--- src/rtl/morse_symbol_decoder.sv ---
// Morse receiver: synchronizes the serial mark/space level, times each element,
// assembles up to four dots/dashes and maps the finished pattern to a letter index A..Z.
module morse_symbol_decoder #(
  parameter int unsigned UNIT_CYCLES = 25_000_000,
  parameter int unsigned CNT_W       = 27
) (
  input  logic       CLOCK_50,
  input  logic       resetn,
  input  logic       morse_in,
  output logic       valid,
  output logic [4:0] letter,
  output logic [3:0] pattern,
  output logic [2:0] length,
  output logic       error,
  output logic       busy
);

  localparam logic [CNT_W-1:0] MIN_MARK = CNT_W'(UNIT_CYCLES / 2);
  localparam logic [CNT_W-1:0] DASH_MIN = CNT_W'(2 * UNIT_CYCLES);
  // count holds GAP-2 on the edge where it would reach GAP-1, so the emit edge
  // lands exactly GAP cycles after s_in falls
  localparam logic [CNT_W-1:0] GAP_EMIT = CNT_W'(3 * UNIT_CYCLES - 2);
  localparam logic [CNT_W-1:0] CNT_SAT  = CNT_W'(4 * UNIT_CYCLES);
  localparam logic [CNT_W-1:0] CNT_ONE  = CNT_W'(1);

  typedef enum logic [1:0] {IDLE, MARK, SPACE} state_t;

  state_t           state;
  logic [CNT_W-1:0] count;
  logic [3:0]       shift;
  logic [2:0]       len;
  logic             ovf;
  logic             sync1, s_in;
  logic [5:0]       lut;

  function automatic logic [5:0] decode(input logic [2:0] n, input logic [3:0] p);
    decode = {1'b1, 5'd31};
    case ({n, p})
      7'b001_0000: decode = {1'b0, 5'd4};   // E
      7'b001_0001: decode = {1'b0, 5'd19};  // T
      7'b010_0010: decode = {1'b0, 5'd0};   // A
      7'b010_0000: decode = {1'b0, 5'd8};   // I
      7'b010_0011: decode = {1'b0, 5'd12};  // M
      7'b010_0001: decode = {1'b0, 5'd13};  // N
      7'b011_0000: decode = {1'b0, 5'd18};  // S
      7'b011_0001: decode = {1'b0, 5'd3};   // D
      7'b011_0010: decode = {1'b0, 5'd17};  // R
      7'b011_0011: decode = {1'b0, 5'd6};   // G
      7'b011_0100: decode = {1'b0, 5'd20};  // U
      7'b011_0101: decode = {1'b0, 5'd10};  // K
      7'b011_0110: decode = {1'b0, 5'd22};  // W
      7'b011_0111: decode = {1'b0, 5'd14};  // O
      7'b100_0000: decode = {1'b0, 5'd7};   // H
      7'b100_0001: decode = {1'b0, 5'd1};   // B
      7'b100_0010: decode = {1'b0, 5'd11};  // L
      7'b100_0011: decode = {1'b0, 5'd25};  // Z
      7'b100_0100: decode = {1'b0, 5'd5};   // F
      7'b100_0101: decode = {1'b0, 5'd2};   // C
      7'b100_0110: decode = {1'b0, 5'd15};  // P
      7'b100_1000: decode = {1'b0, 5'd21};  // V
      7'b100_1001: decode = {1'b0, 5'd23};  // X
      7'b100_1011: decode = {1'b0, 5'd16};  // Q
      7'b100_1101: decode = {1'b0, 5'd24};  // Y
      7'b100_1110: decode = {1'b0, 5'd9};   // J
      default:     decode = {1'b1, 5'd31};
    endcase
  endfunction

  always_comb begin
    lut = decode(len, shift);
    if (ovf) lut = {1'b1, 5'd31};
  end

  always_ff @(posedge CLOCK_50 or negedge resetn) begin
    if (!resetn) begin
      sync1 <= 1'b0;
      s_in  <= 1'b0;
    end else begin
      sync1 <= morse_in;
      s_in  <= sync1;
    end
  end

  always_ff @(posedge CLOCK_50 or negedge resetn) begin
    if (!resetn) begin
      state   <= IDLE;
      count   <= '0;
      shift   <= '0;
      len     <= '0;
      ovf     <= 1'b0;
      valid   <= 1'b0;
      letter  <= '0;
      pattern <= '0;
      length  <= '0;
      error   <= 1'b0;
      busy    <= 1'b0;
    end else begin
      valid <= 1'b0;
      if (state != IDLE && count != CNT_SAT) count <= count + CNT_ONE;
      case (state)
        IDLE: begin
          if (s_in) begin
            state <= MARK;
            busy  <= 1'b1;
            count <= '0;
          end
        end
        MARK: begin
          if (!s_in) begin
            count <= '0;
            if (count < MIN_MARK) begin
              if (len == '0) begin
                state <= IDLE;
                busy  <= 1'b0;
              end else begin
                state <= SPACE;
              end
            end else begin
              if (len < 3'd4) begin
                shift[len[1:0]] <= (count >= DASH_MIN);
                len             <= len + 3'd1;
              end else begin
                ovf <= 1'b1;
              end
              state <= SPACE;
            end
          end
        end
        SPACE: begin
          // letter break takes priority over a mark starting on the same edge
          if (count == GAP_EMIT) begin
            valid   <= 1'b1;
            pattern <= shift;
            length  <= len;
            error   <= lut[5];
            letter  <= lut[4:0];
            shift   <= '0;
            len     <= '0;
            ovf     <= 1'b0;
            count   <= '0;
            state   <= IDLE;
            busy    <= 1'b0;
          end else if (s_in) begin
            state <= MARK;
            count <= '0;
          end
        end
        default: begin
          state <= IDLE;
          busy  <= 1'b0;
        end
      endcase
    end
  end

endmodule

--- config.mk ---
export PLATFORM = sky130hd
export DESIGN_NAME = morse_symbol_decoder
export DESIGN_NICKNAME = d
export VERILOG_FILES = /design/src/rtl/morse_symbol_decoder.sv
export SDC_FILE = /design/constraint.sdc
export NUM_CORES = 1
export LEC_CHECK = 0
export BUFFER_PORTS_ARGS = -buffer_cell sky130_fd_sc_hd__buf_2
export CAP_MARGIN = 20
export CORE_UTILIZATION = 60
export CTS_CLUSTER_SIZE = 10
export DETAILED_ROUTE_END_ITERATION = 6
export MAX_ROUTING_LAYER = met4
export PLACE_DENSITY_LB_ADDON = 0.2
export SETUP_SLACK_MARGIN = 0.02
export SLEW_MARGIN = 40
export SYNTH_ARGS = -nofsm -noshare
export SYNTH_HDL_FRONTEND = slang
export SYNTH_SLANG_ARGS = --single-unit
--- constraint.sdc ---
create_clock -name CLOCK_50 -period 5.8 [get_ports CLOCK_50]
set_input_delay 0.87 -clock CLOCK_50 [delete_from_list [all_inputs] [get_ports CLOCK_50]]
set_output_delay 0.87 -clock CLOCK_50 [all_outputs]
set_load 0.01 [all_outputs]
Word level (Yosys, flattened, before mapping)

Memories as Yosys holds them, arrays and structs flattened.
Cells that the tools add are included.

Input port bits: 3
Memory bits (read-only): 768
Output and inout port bits: 15
Memories: 1
Register bits after elaboration: 54
Logic and storage cells: 80

Memories:

| name            | words | bits a word | rd ports | clocked after Yosys merged registers in | write ports | line | source |
|---|---|---|---|---|---|---|---|
| (no name shown) | 128   | 6           | 1        | 0                                       | 0           | 38   | `case ({n, p})` |

Order comparisons: 5
Add/sub/neg operators: 2
Multiplexer cells: 37
Reduce and logical (&&, ||, !) cells: 10
Equality and inequality tests: 12

Operator list:

| operator                | number |
|---|---|
| $mux W27                | 4 |
| $pmux W27 S3            | 1 |
| $add A27 B1 Y27 const B | 1 |
| $eq A27 B27 Y1 const B  | 1 |
| $ge A27 B26 Y1 const B  | 1 |
| $lt A27 B24 Y1 const B  | 1 |
| $ne A27 B27 Y1 const B  | 1 |
| $mux W4                 | 4 |
| $ne A2 B2 Y1 const B    | 8 |
| $reduce_and A5 Y1       | 3 |
| $mux W3                 | 4 |
| $mux W1                 | 11 |
| $mux W2                 | 5 |
| $pmux W4 S2             | 1 |
| $mux W6                 | 1 |
| $pmux W2 S3             | 1 |
| $pmux W3 S2             | 1 |
| $bwmux W4               | 1 |
| $reduce_bool A2 Y1      | 2 |
| $add A3 B1 Y3 const B   | 1 |
| $logic_not A3 Y1        | 1 |
| $lt A2 B3 Y1 const B    | 1 |
| $lt A3 B3 Y1 const B    | 1 |
| $pmux W1 S3             | 1 |
| 8 further kinds         | 9 |

Logic depth before layout (Yosys ltp)

Gate-level depths: netlist of the first run.

Depth after elaboration: 9
Mapped depth: 9

Least setup slack after synthesis of the first run

OpenSTA, ideal clock, no wires.

Path type: reg2reg
Start point: reg count[0]
End point: reg count[11]
Path buffers: 2
Path slack: 3.651 ns
Data required time: 5.680 ns
Arrival: 2.029 ns
Stages on the path, launching flop included: 10
Clock period less this slack: 2.149 ns
Library setup time: 0.120 ns
Cell sequence: dfrtp_1 > inv_1 > ha_1 > nor4b_4 > nand4_2 > or4_1 > buf_2 > o211ai_4 > buf_6 > nor2_1

Word-level cells in the longest chain between the ends: 6
Elaborated cells on any way between the ends: 9
Those cells by class: add/sub: 1; eq/ne: 2; mux: 5; reduce/logical: 1

RTL lines:

| item                                                    | line | source |
|---|---|---|
| start, declared                                         | 29   | `logic [CNT_W-1:0] count;` |
| start signal, assigned                                  | 99   | `if (state != IDLE && count != CNT_SAT) count <= count + CNT_ONE;` |
| branches (longest 5 deep; another with $add A27 B1 Y27) | -    |  |
| $pmux W27 S3 *                                          | 100  | `case (state)` |

Mark *: on every way between the ends.
A chain may end at the register's enable or synchronous reset.

Worst setup path in the final report of the first run

Start point: reg count[0]
End point: reg count[5]

Same word-level chain as after synthesis.

==> impl_metrics.env, run 1 <==
export IMPL_tritoncts="built"
export IMPL_placed_cells_incl_taps=421
export IMPL_drc=0
export IMPL_synthMuxAreaShare_pct=1.91
export IMPL_core_area_mm2=0.00517
export IMPL_slew_viol_final=0
export IMPL_hp_start="sync1$_DFF_PN0_"
export IMPL_drive_gt1_share_pct=10.9
export IMPL_fp_dieH_um=75.9
export IMPL_yosys_area_share_simple_pct=24.7
export IMPL_route_antenna_remaining_nets=0
export IMPL_hold_violations=0
export IMPL_final_period_utilization_pct=45.7
export IMPL_cts_max_level=2
export IMPL_worst_path_max_fanout=27
export IMPL_cts_clk_slew_worst_paths_ns=0.10
export IMPL_synth_compound_area_share_pct=15.7
export IMPL_grt_overflow=0
export IMPL_pre_cts_ws_ns=3.15
export IMPL_port_buffers=17
export IMPL_fin_crit_ns=2.65
export IMPL_critPathKind="flip-flop to flip-flop"
export IMPL_hp_class="flip-flop to flip-flop"
export IMPL_netlist_area_mm2=0.00328
export IMPL_post_drt_wl_per_cell_um=16.3
export IMPL_initial_core_util_pct=63.4
export IMPL_start_kind="flip-flop"
export IMPL_cts_resized=0
export IMPL_synth_fp_nets=369
export IMPL_ys_warn_count=0
export IMPL_final_cell_mix="54 x dfrtp_1, 36 x nor2_1, 35 x nand2_1"
export IMPL_syn_inst=352
export IMPL_rsz0062_at_grt="no"
export IMPL_final_util_pct=67.2
export IMPL_r2r_end="count[5]$_DFF_PN0_"
export IMPL_fin_ws_ns=3.15
export IMPL_post_cts_buffers=0
export IMPL_holdWs_ns=0.363
export IMPL_dominantRegCellSynth="dfrtp_1"
export IMPL_cts_hold_buf=0
export IMPL_drt_iter0_markers=132
export IMPL_gr_usage_all_layers_pct=26.8
export IMPL_cts_sinks=54
export IMPL_p_per_area_mw_per_mm2=283
export IMPL_io_pins=18
export IMPL_clock_root_buffer="clkbuf_8"
export IMPL_setup_viol=0
export IMPL_drt_pass1_iterations=4
export IMPL_synth_top_family_by_area="simple AND/OR/NAND/NOR gates"
export IMPL_synth_edf_count=0
export IMPL_routed_wl_um=6980
export IMPL_vias=2650
export IMPL_max_slew_margin_pct=50.4
export IMPL_grt_pass1_vias=2478
export IMPL_clock_skew_final_ns=0.00887
export IMPL_fin_setup_tns_ns=0
export IMPL_synth_seq_cells=54
export IMPL_worstPathArrival_ns=2.83
export IMPL_r2r_start="count[0]$_DFF_PN0_"
export IMPL_synthArstFlopShare_pct=100
export IMPL_num_antenna_cells=0
export IMPL_ir_drop_v=0.000195
export IMPL_hpwl_um=4900
export IMPL_cp_startpoint="count[0]$_DFF_PN0_"
export IMPL_tightestPinTransition_ns=0.741
export IMPL_p_leak_uw=0.00151
export IMPL_die_area_mm2=0.00576
export IMPL_fin_cells=429
export IMPL_synth_xor_area_share_pct=6.41
export IMPL_synthDistinctLibCells=60
export IMPL_regToRegSetupSlack_ns=3.15
export IMPL_cts_made_buffers=5
export IMPL_reg2reg_depth=7
export IMPL_critPathCaptureType="flip-flop"
export IMPL_max_clock_path_buffers=2
export IMPL_final_common_cell="dfrtp_1"
export IMPL_synthAdderAreaFrac_pct=5.35
export IMPL_clock_latency_ns=0.32
export IMPL_die_w_um=75.9
export IMPL_required_ns=5.97
export IMPL_endpoint="count[5]$_DFF_PN0_"
export IMPL_place_congestion=0.911
export IMPL_status="complete, no violations"
export IMPL_layout_nets=375
export IMPL_avgSynthCellArea_um2=9.31
export IMPL_max_freq_ghz=0.377
export IMPL_antenna_found_initial=0
export IMPL_cap_viol_max_count=0
export IMPL_grt_pass1_wl_um=12000
export IMPL_synth_seq_area_share_pct=41.2
export IMPL_vias_per_cell=6.18
export IMPL_rows=26
export IMPL_area_growth_pct=5.99
export IMPL_grt_max_degree=55
[through the flow]
| stage | instance area, µm² | total power (µW) |
|---|---|---|
| final | 3470 | 982 |
| after global routing | 3470 | 1040 |
| after CTS | 3470 | 983 |
| after detailed placement | 3360 | 723 |
| after global placement | 3360 | 715 |
| after floorplan | 3280 | 650 |
[per-layer routing]
layer  track usage, %  vias to the layer above  routed length (µm)
met5                -                        -                   0
met4             11.2                        0                 174
met3             3.86                       18                 246
met2             45.5                       74                3500
met1             32.1                     1281                3060
li1                 -                     1277                   -
[cell usage after synthesis, types with 3 or more instances]
| library cell | instances | area share [%] |
|---|---|---|
| a21oi_1 | 11 | 1.7 |
| a31oi_1 | 3 | 0.57 |
| and3_1 | 4 | 0.76 |
| and4_1 | 3 | 0.80 |
| buf_2 | 5 | 0.76 |
| buf_6 | 3 | 1.0 |
| clkbuf_1 | 11 | 1.3 |
| dfrtp_1 | 54 | 41 |
| ha_1 | 14 | 5.3 |
| inv_1 | 15 | 1.7 |
| mux2i_1 | 4 | 1.2 |
| nand2_1 | 35 | 4.0 |
| nand2b_1 | 7 | 1.3 |
| nand3_1 | 16 | 2.4 |
| nand4_1 | 11 | 2.1 |
| nor2_1 | 36 | 4.1 |
| nor2b_1 | 4 | 0.76 |
| nor3_1 | 13 | 2.0 |
| nor4_1 | 5 | 0.95 |
| o21a_1 | 6 | 1.4 |
| o21ai_0 | 11 | 1.7 |
| o21ai_1 | 4 | 0.61 |
| o221ai_1 | 3 | 0.80 |
| o32ai_1 | 5 | 1.3 |
| or4_1 | 3 | 0.69 |
| xnor2_1 | 17 | 4.5 |
| xor2_1 | 7 | 1.9 |
[state kept, by name, indices dropped and copies added, names as in the netlist, 2 cells and up]
name	count
shift	4
pattern	4
state	2
letter	5
len	3
count	27
length	3
[cell type report]
cell class / count / area (µm²)
tap: 70 / 87.6
inverter: 15 / 56.3
clock buffer: 5 / 68.8
clock inverter: 3 / 47.5
sequential: 54 / 1350
timing repair buffer: 18 / 92.6
fill: 408 / 1700
multi-input combinational: 264 / 1770
[power by group]
group / switching, µW / total (µW) / internal, µW
clock network: 131 / 262 / 131
logic: 149 / 253 / 104
registers: 62.9 / 467 / 405
[how the worst min path moves through the flow]
stage	cells after the start	end
after floorplan	0	s_in$_DFF_PN0_
after global placement	0	s_in$_DFF_PN0_
after detailed placement	0	s_in$_DFF_PN0_
after CTS	0	s_in$_DFF_PN0_
after global routing	0	s_in$_DFF_PN0_
final	0	s_in$_DFF_PN0_
[critical path, cell delays in order, from the launching register on]
cell	delay [ns]
dfrtp_1	0.44
inv_1	0.13
ha_1	0.18
nor4b_4	0.20
nand4_2	0.17
or4_1	0.83
o211ai_4	0.44
nor2_1	0.12
[kinds of logic after synthesis]
kind of cell,count (synthesis)
AO/OA/AOI/OAI,69
multiplexers,6
AND/OR/NAND/NOR,151
adder cells (fa/ha/maj),14
buffers and inverters,34
XOR/XNOR,24
flip-flops,54
Power figures use the tool's default switching activity.
==> run 2, diff against run 1 <==
--- a/config.mk
+++ b/config.mk
@@ -7,7 +7,7 @@
 export LEC_CHECK = 0
 export BUFFER_PORTS_ARGS = -buffer_cell sky130_fd_sc_hd__buf_2
 export CAP_MARGIN = 20
-export CORE_UTILIZATION = 60
+export CORE_UTILIZATION = 55
 export CTS_CLUSTER_SIZE = 10
 export DETAILED_ROUTE_END_ITERATION = 6
 export MAX_ROUTING_LAYER = met4
==> constraint.sdc (replaced) <==
create_clock -name CLOCK_50 -period 2.42 [get_ports CLOCK_50]
set_input_delay 0.363 -clock CLOCK_50 [delete_from_list [all_inputs] [get_ports CLOCK_50]]
set_output_delay 0.363 -clock CLOCK_50 [all_outputs]
set_load 0.01 [all_outputs]
==> impl_metrics.env, run 2 (synthesized netlist as in run 1, its figures left out) <==
export IMPL_routed_wl_um=7890
export IMPL_final_cell_mix="54 x dfrtp_1, 36 x nor2_1, 35 x nand2_1"
export IMPL_worst_path_max_fanout=7
export IMPL_clock_root_buffer="clkbuf_8"
export IMPL_vias=2771
export IMPL_totalPowerFinal_uw=2390
export IMPL_setup_viol=0
export IMPL_drive_gt1_share_pct=16.1
export IMPL_critPathCaptureType="flip-flop"
export IMPL_clock_latency_ns=0.31
export IMPL_path_cells="a2111oi_1 > o311ai_0 > a31o_2 > o21ai_1 > mux2i_1"
export IMPL_fp_dieH_um=79.2
export IMPL_grt_pass1_vias=2702
export IMPL_placed_cells_incl_taps=442
export IMPL_ir_drop_v=0.000461
export IMPL_start_kind="flip-flop"
export IMPL_pre_cts_ws_ns=0.106
export IMPL_tritoncts="built"
export IMPL_wl_met1_um=3340
export IMPL_hpwl_um=5370
export IMPL_initial_core_util_pct=58.4
export IMPL_final_period_utilization_pct=98.9
export IMPL_antenna_found_initial=0
export IMPL_regToRegSetupSlack_ns=0.03
export IMPL_hp_class="primary input to asynchronous set/reset pin"
export IMPL_hold_violations=0
export IMPL_switchingPower_uw=847
export IMPL_grt_overflow=0
export IMPL_tightestPinTransition_ns=0.672
export IMPL_cap_viol_max_count=0
export IMPL_vias_per_cell=6.14
export IMPL_p_seq_share_pct=46.4
export IMPL_p_clk_share_pct=26.2
export IMPL_die_w_um=79.2
export IMPL_fin_ws_ns=0.0276
export IMPL_place_congestion=0.882
export IMPL_critPathKind="flip-flop to flip-flop"
export IMPL_p_per_area_mw_per_mm2=654
export IMPL_cp_num_buf_inv=0
export IMPL_holdWs_ns=0.0538
export IMPL_status="complete, no violations"
export IMPL_path_delay_family="compound AO/OA/AOI/OAI gates"
export IMPL_grt_pass1_wl_um=12900
export IMPL_port_buffers=17
export IMPL_route_met2_wl_um=4040
export IMPL_pwr_share_comb_pct=27.4
export IMPL_worst_path_max_delay_cell="a2111oi_1"
export IMPL_reg_top3="count: 27 flops, letter: 5 flops"
export IMPL_largest_register="count"
export IMPL_required_ns=2.66
export IMPL_grt_max_degree=30
export IMPL_swShare_pct=35.4
export IMPL_fin_crit_ns=2.39
export IMPL_p_leak_uw=0.00162
export IMPL_internal_power_uw=1550
export IMPL_cts_clk_slew_worst_paths_ns=0.10
export IMPL_io_pins=18
export IMPL_area_growth_pct=11.7
export IMPL_slew_viol_final=0
export IMPL_layout_nets=395
export IMPL_cts_max_level=2
export IMPL_drc=0
export IMPL_final_common_cell="dfrtp_1"
export IMPL_die_area_mm2=0.00627
export IMPL_max_clock_path_buffers=2
export IMPL_top_layer="met4"
export IMPL_rows=27
export IMPL_num_antenna_cells=0
export IMPL_cts_made_buffers=5
export IMPL_fin_setup_tns_ns=0
export IMPL_wl_met3_um=335
export IMPL_clock_skew_final_ns=0.00403
export IMPL_slowest_delay_ns=0.71
export IMPL_largest_register_ffs=27
export IMPL_cts_sinks=54
export IMPL_fin_cells=451
export IMPL_core_area_mm2=0.00561
export IMPL_gr_usage_all_layers_pct=27.4
export IMPL_drt_iter0_markers=167
export IMPL_worstPathArrival_ns=2.63
export IMPL_route_antenna_remaining_nets=0
export IMPL_max_freq_ghz=0.418
export IMPL_drt_pass1_iterations=4
export IMPL_cts_hold_buf=0
export IMPL_post_drt_wl_per_cell_um=17.5
export IMPL_max_slew_margin_pct=55.0
## run 2: changes by cell type in the layout (fill, tap and decap cells not counted)
cell        previous run  this run
buf_4                  1        19
clkinvlp_4             0         2
a2111oi_0              1         0
a2111oi_1              0         1
buf_12                 0         1
clkinv_4               1         0
inv_6                  1         0
o211ai_2               0         1
o31ai_1                1         0
o31ai_4                0         1
or4_1                  3         2
or4_4                  0         1
## run 2: layer usage
layer  global-route usage, %  vias to the layer above
li1                        -                     1323
met1                    32.7                     1332
met2                    45.9                       96
met3                    3.91                       20
met4                    12.2                        0
met5                       -                        -
## run 2: power by group through the flow
| stage | registers (µW) | clock network [µW] | logic, µW |
|---|---|---|---|
| after floorplan | 1060 | 0 | 500 |
| after global placement | 1120 | 0 | 613 |
| after detailed placement | 1120 | 0 | 624 |
| after CTS | 1110 | 630 | 628 |
| after global routing | 1130 | 658 | 729 |
| final | 1110 | 627 | 655 |
## run 2: path summary, 6_finish.rpt
| path | cells past startpoint | to | start |
|---|---|---|---|
| worst max-delay path | 5 | len[0]$_DFFE_PN0P_ | count[23]$_DFF_PN0_ |
| worst min-delay path | 1 | shift[3]$_DFFE_PN0P_ | resetn |
| worst max register to register | 5 | len[0]$_DFFE_PN0P_ | count[23]$_DFF_PN0_ |
| worst min register to register | 0 | s_in$_DFF_PN0_ | sync1$_DFF_PN0_ |
| max in group asynchronous | 2 | count[4]$_DFF_PN0_ | resetn |
| min in group CLOCK_50 | 1 | sync1$_DFF_PN0_ | morse_in |
## run 2: stage by stage
stage          instance area [µm²]  util [%]
3_3_place_gp                  3510      62.7
2_1_floorplan                 3280         -
3_5_place_dp                  3510      62.7
6_report                      3660      65.3
5_1_grt                       3660      65.3
4_1_cts                       3630      64.7
## run 2: what timing repair did
action / CTS / global route
buffers inserted: 0 / 0
gates resized for setup: 0 / 4
endpoints found under the hold margin: 0 / 0
setup endpoints to repair: 0 / 28
## run 2: final cells by class
type | count | area [µm²]
well taps | 72 | 90.1
repair buffers | 37 | 248
clock inverters | 3 | 45.0
flip-flops and latches | 54 | 1350
clock buffers | 5 | 68.8
inverters | 15 | 56.3
fillers | 471 | 1950
multi-input cells | 265 | 1800
==> run 3, diff against run 2 <==
--- a/config.mk
+++ b/config.mk
@@ -12,6 +12,7 @@
 export DETAILED_ROUTE_END_ITERATION = 6
 export MAX_ROUTING_LAYER = met4
 export PLACE_DENSITY_LB_ADDON = 0.2
+export REMOVE_ABC_BUFFERS = 1
 export SETUP_SLACK_MARGIN = 0.02
 export SLEW_MARGIN = 40
 export SYNTH_ARGS = -nofsm -noshare
==> impl_metrics.env, run 3 (synthesized netlist as in run 1, its figures left out) <==
export IMPL_setup_viol=0
export IMPL_die_area_mm2=0.00627
export IMPL_status="complete, no violations"
export IMPL_tritoncts="built"
export IMPL_routed_wl_um=7410
export IMPL_cts_max_level=2
export IMPL_antenna_found_initial=0
export IMPL_worst_path_max_fanout=7
export IMPL_fp_dieH_um=79.2
export IMPL_gr_usage_all_layers_pct=26.8
export IMPL_io_pins=18
export IMPL_critPathCaptureType="flip-flop"
export IMPL_required_ns=2.61
export IMPL_drive_gt1_share_pct=16.8
export IMPL_layout_nets=398
export IMPL_p_clk_share_pct=22.9
export IMPL_fin_crit_ns=2.30
export IMPL_holdWs_ns=0.0367
export IMPL_critPathKind="flip-flop to flip-flop"
export IMPL_slew_viol_final=0
export IMPL_max_clock_path_buffers=2
export IMPL_drc=0
export IMPL_num_antenna_cells=0
export IMPL_switchingPower_uw=824
export IMPL_tightestPinTransition_ns=0.635
export IMPL_die_w_um=79.2
export IMPL_p_leak_uw=0.00163
export IMPL_grt_pass1_vias=2702
export IMPL_grt_overflow=0
export IMPL_totalPowerFinal_uw=2280
export IMPL_cts_made_buffers=5
export IMPL_clock_latency_ns=0.31
export IMPL_final_cell_mix="54 x dfrtp_1, 36 x nor2_1, 35 x nand2_1"
export IMPL_fin_setup_tns_ns=0
export IMPL_final_common_cell="dfrtp_1"
export IMPL_internal_power_uw=1460
export IMPL_vias_per_cell=6.04
export IMPL_hpwl_um=5260
export IMPL_placed_cells_incl_taps=445
export IMPL_area_growth_pct=11.5
export IMPL_p_seq_share_pct=48.8
export IMPL_vias=2744
export IMPL_initial_core_util_pct=58.4
export IMPL_reg_top3="count: 27 flops, letter: 5 flops"
export IMPL_final_period_utilization_pct=95.0
export IMPL_fin_ws_ns=0.120
export IMPL_largest_register_ffs=27
export IMPL_cts_sinks=54
export IMPL_rows=27
export IMPL_clock_skew_final_ns=0.00917
export IMPL_port_buffers=17
export IMPL_worstPathArrival_ns=2.49
export IMPL_max_slew_margin_pct=57.6
export IMPL_cap_viol_max_count=0
export IMPL_route_antenna_remaining_nets=0
export IMPL_hold_violations=0
export IMPL_cts_clk_slew_worst_paths_ns=0.10
export IMPL_start_kind="flip-flop"
export IMPL_rsz0062_at_grt="yes"
export IMPL_swShare_pct=36.1
export IMPL_max_freq_ghz=0.435
export IMPL_grt_max_degree=32
export IMPL_ir_drop_v=0.000301
export IMPL_place_congestion=0.909
export IMPL_p_per_area_mw_per_mm2=624
export IMPL_pwr_share_comb_pct=28.3
export IMPL_hp_class="primary input to asynchronous set/reset pin"
export IMPL_grt_pass1_wl_um=12700
export IMPL_drt_iter0_markers=139
export IMPL_drt_pass1_iterations=4
export IMPL_post_drt_wl_per_cell_um=16.3
export IMPL_post_cts_buffers=0
export IMPL_fin_cells=454
export IMPL_largest_register="count"
export IMPL_pre_cts_ws_ns=0.106
export IMPL_core_area_mm2=0.00561
export IMPL_clock_root_buffer="clkbuf_8"
## run 3: changes by cell type in the layout (fill, tap and decap cells not counted)
cell / delta
o31ai_4: -1
clkinvlp_4: -1
o31ai_2: +1
bufinv_16: -1
buf_4: +3
inv_6: +1
clkinv_4: +1
## run 3: through the flow
stage,util [%],area (µm²)
floorplan,-,3180
global placement,63.1,3540
detailed placement,63.1,3540
CTS,64.7,3630
global route,65.1,3650
finish,65.1,3650
## run 3: area by class of cell
| class | count | area [µm²] |
|---|---|---|
| clock inverter | 3 | 25.0 |
| tap | 72 | 90.1 |
| inverter | 15 | 56.3 |
| sequential | 54 | 1350 |
| multi-input combinational | 265 | 1790 |
| clock buffer | 5 | 68.8 |
| fill | 499 | 1950 |
| timing repair buffer | 40 | 270 |
## run 3: final timing paths
check                                   start                      to  slack, ns  cells past startpoint
setup / recovery           count[1]$_DFF_PN0_      count[1]$_DFF_PN0_       0.12                      7
hold / removal                         resetn  pattern[2]$_DFFE_PN0P_       0.04                      1
setup reg to reg           count[1]$_DFF_PN0_      count[1]$_DFF_PN0_       0.12                      7
hold reg to reg               sync1$_DFF_PN0_          s_in$_DFF_PN0_       0.36                      0
max in group asynchronous              resetn     count[24]$_DFF_PN0_       1.82                      2
min in group CLOCK_50                morse_in         sync1$_DFF_PN0_       0.15                      1
## run 3: power groups by stage
stage	clock [µW]	combinational [µW]	sequential, µW
after floorplan	0	444	1090
after global placement	0	626	1120
after detailed placement	0	632	1130
after CTS	538	636	1110
after global routing	569	724	1130
final	523	645	1110
## run 3: timing repair
item / in CTS / in global routing
resized for setup: 0 / 3
hold buffers: 0 / 0
endpoints found under the setup margin: 0 / 31
## run 3: worst max-delay path, stage by stage (launching register included)
cell and delay [ns]:
dfrtp_1 0.46, inv_1 0.08, ha_1 0.13, or3b_1 0.35, or4_1 0.57, o31ai_2 0.29, mux2i_1 0.23, nor2_1 0.06
## run 3: routing by layer
metal	share of wire, %	vias up	track usage (%)
li1	-	1321	-
met5	0	-	-
met4	2.2	0	12.5
met3	3.7	14	3.79
met1	44	1336	33.1
met2	51	73	43.4
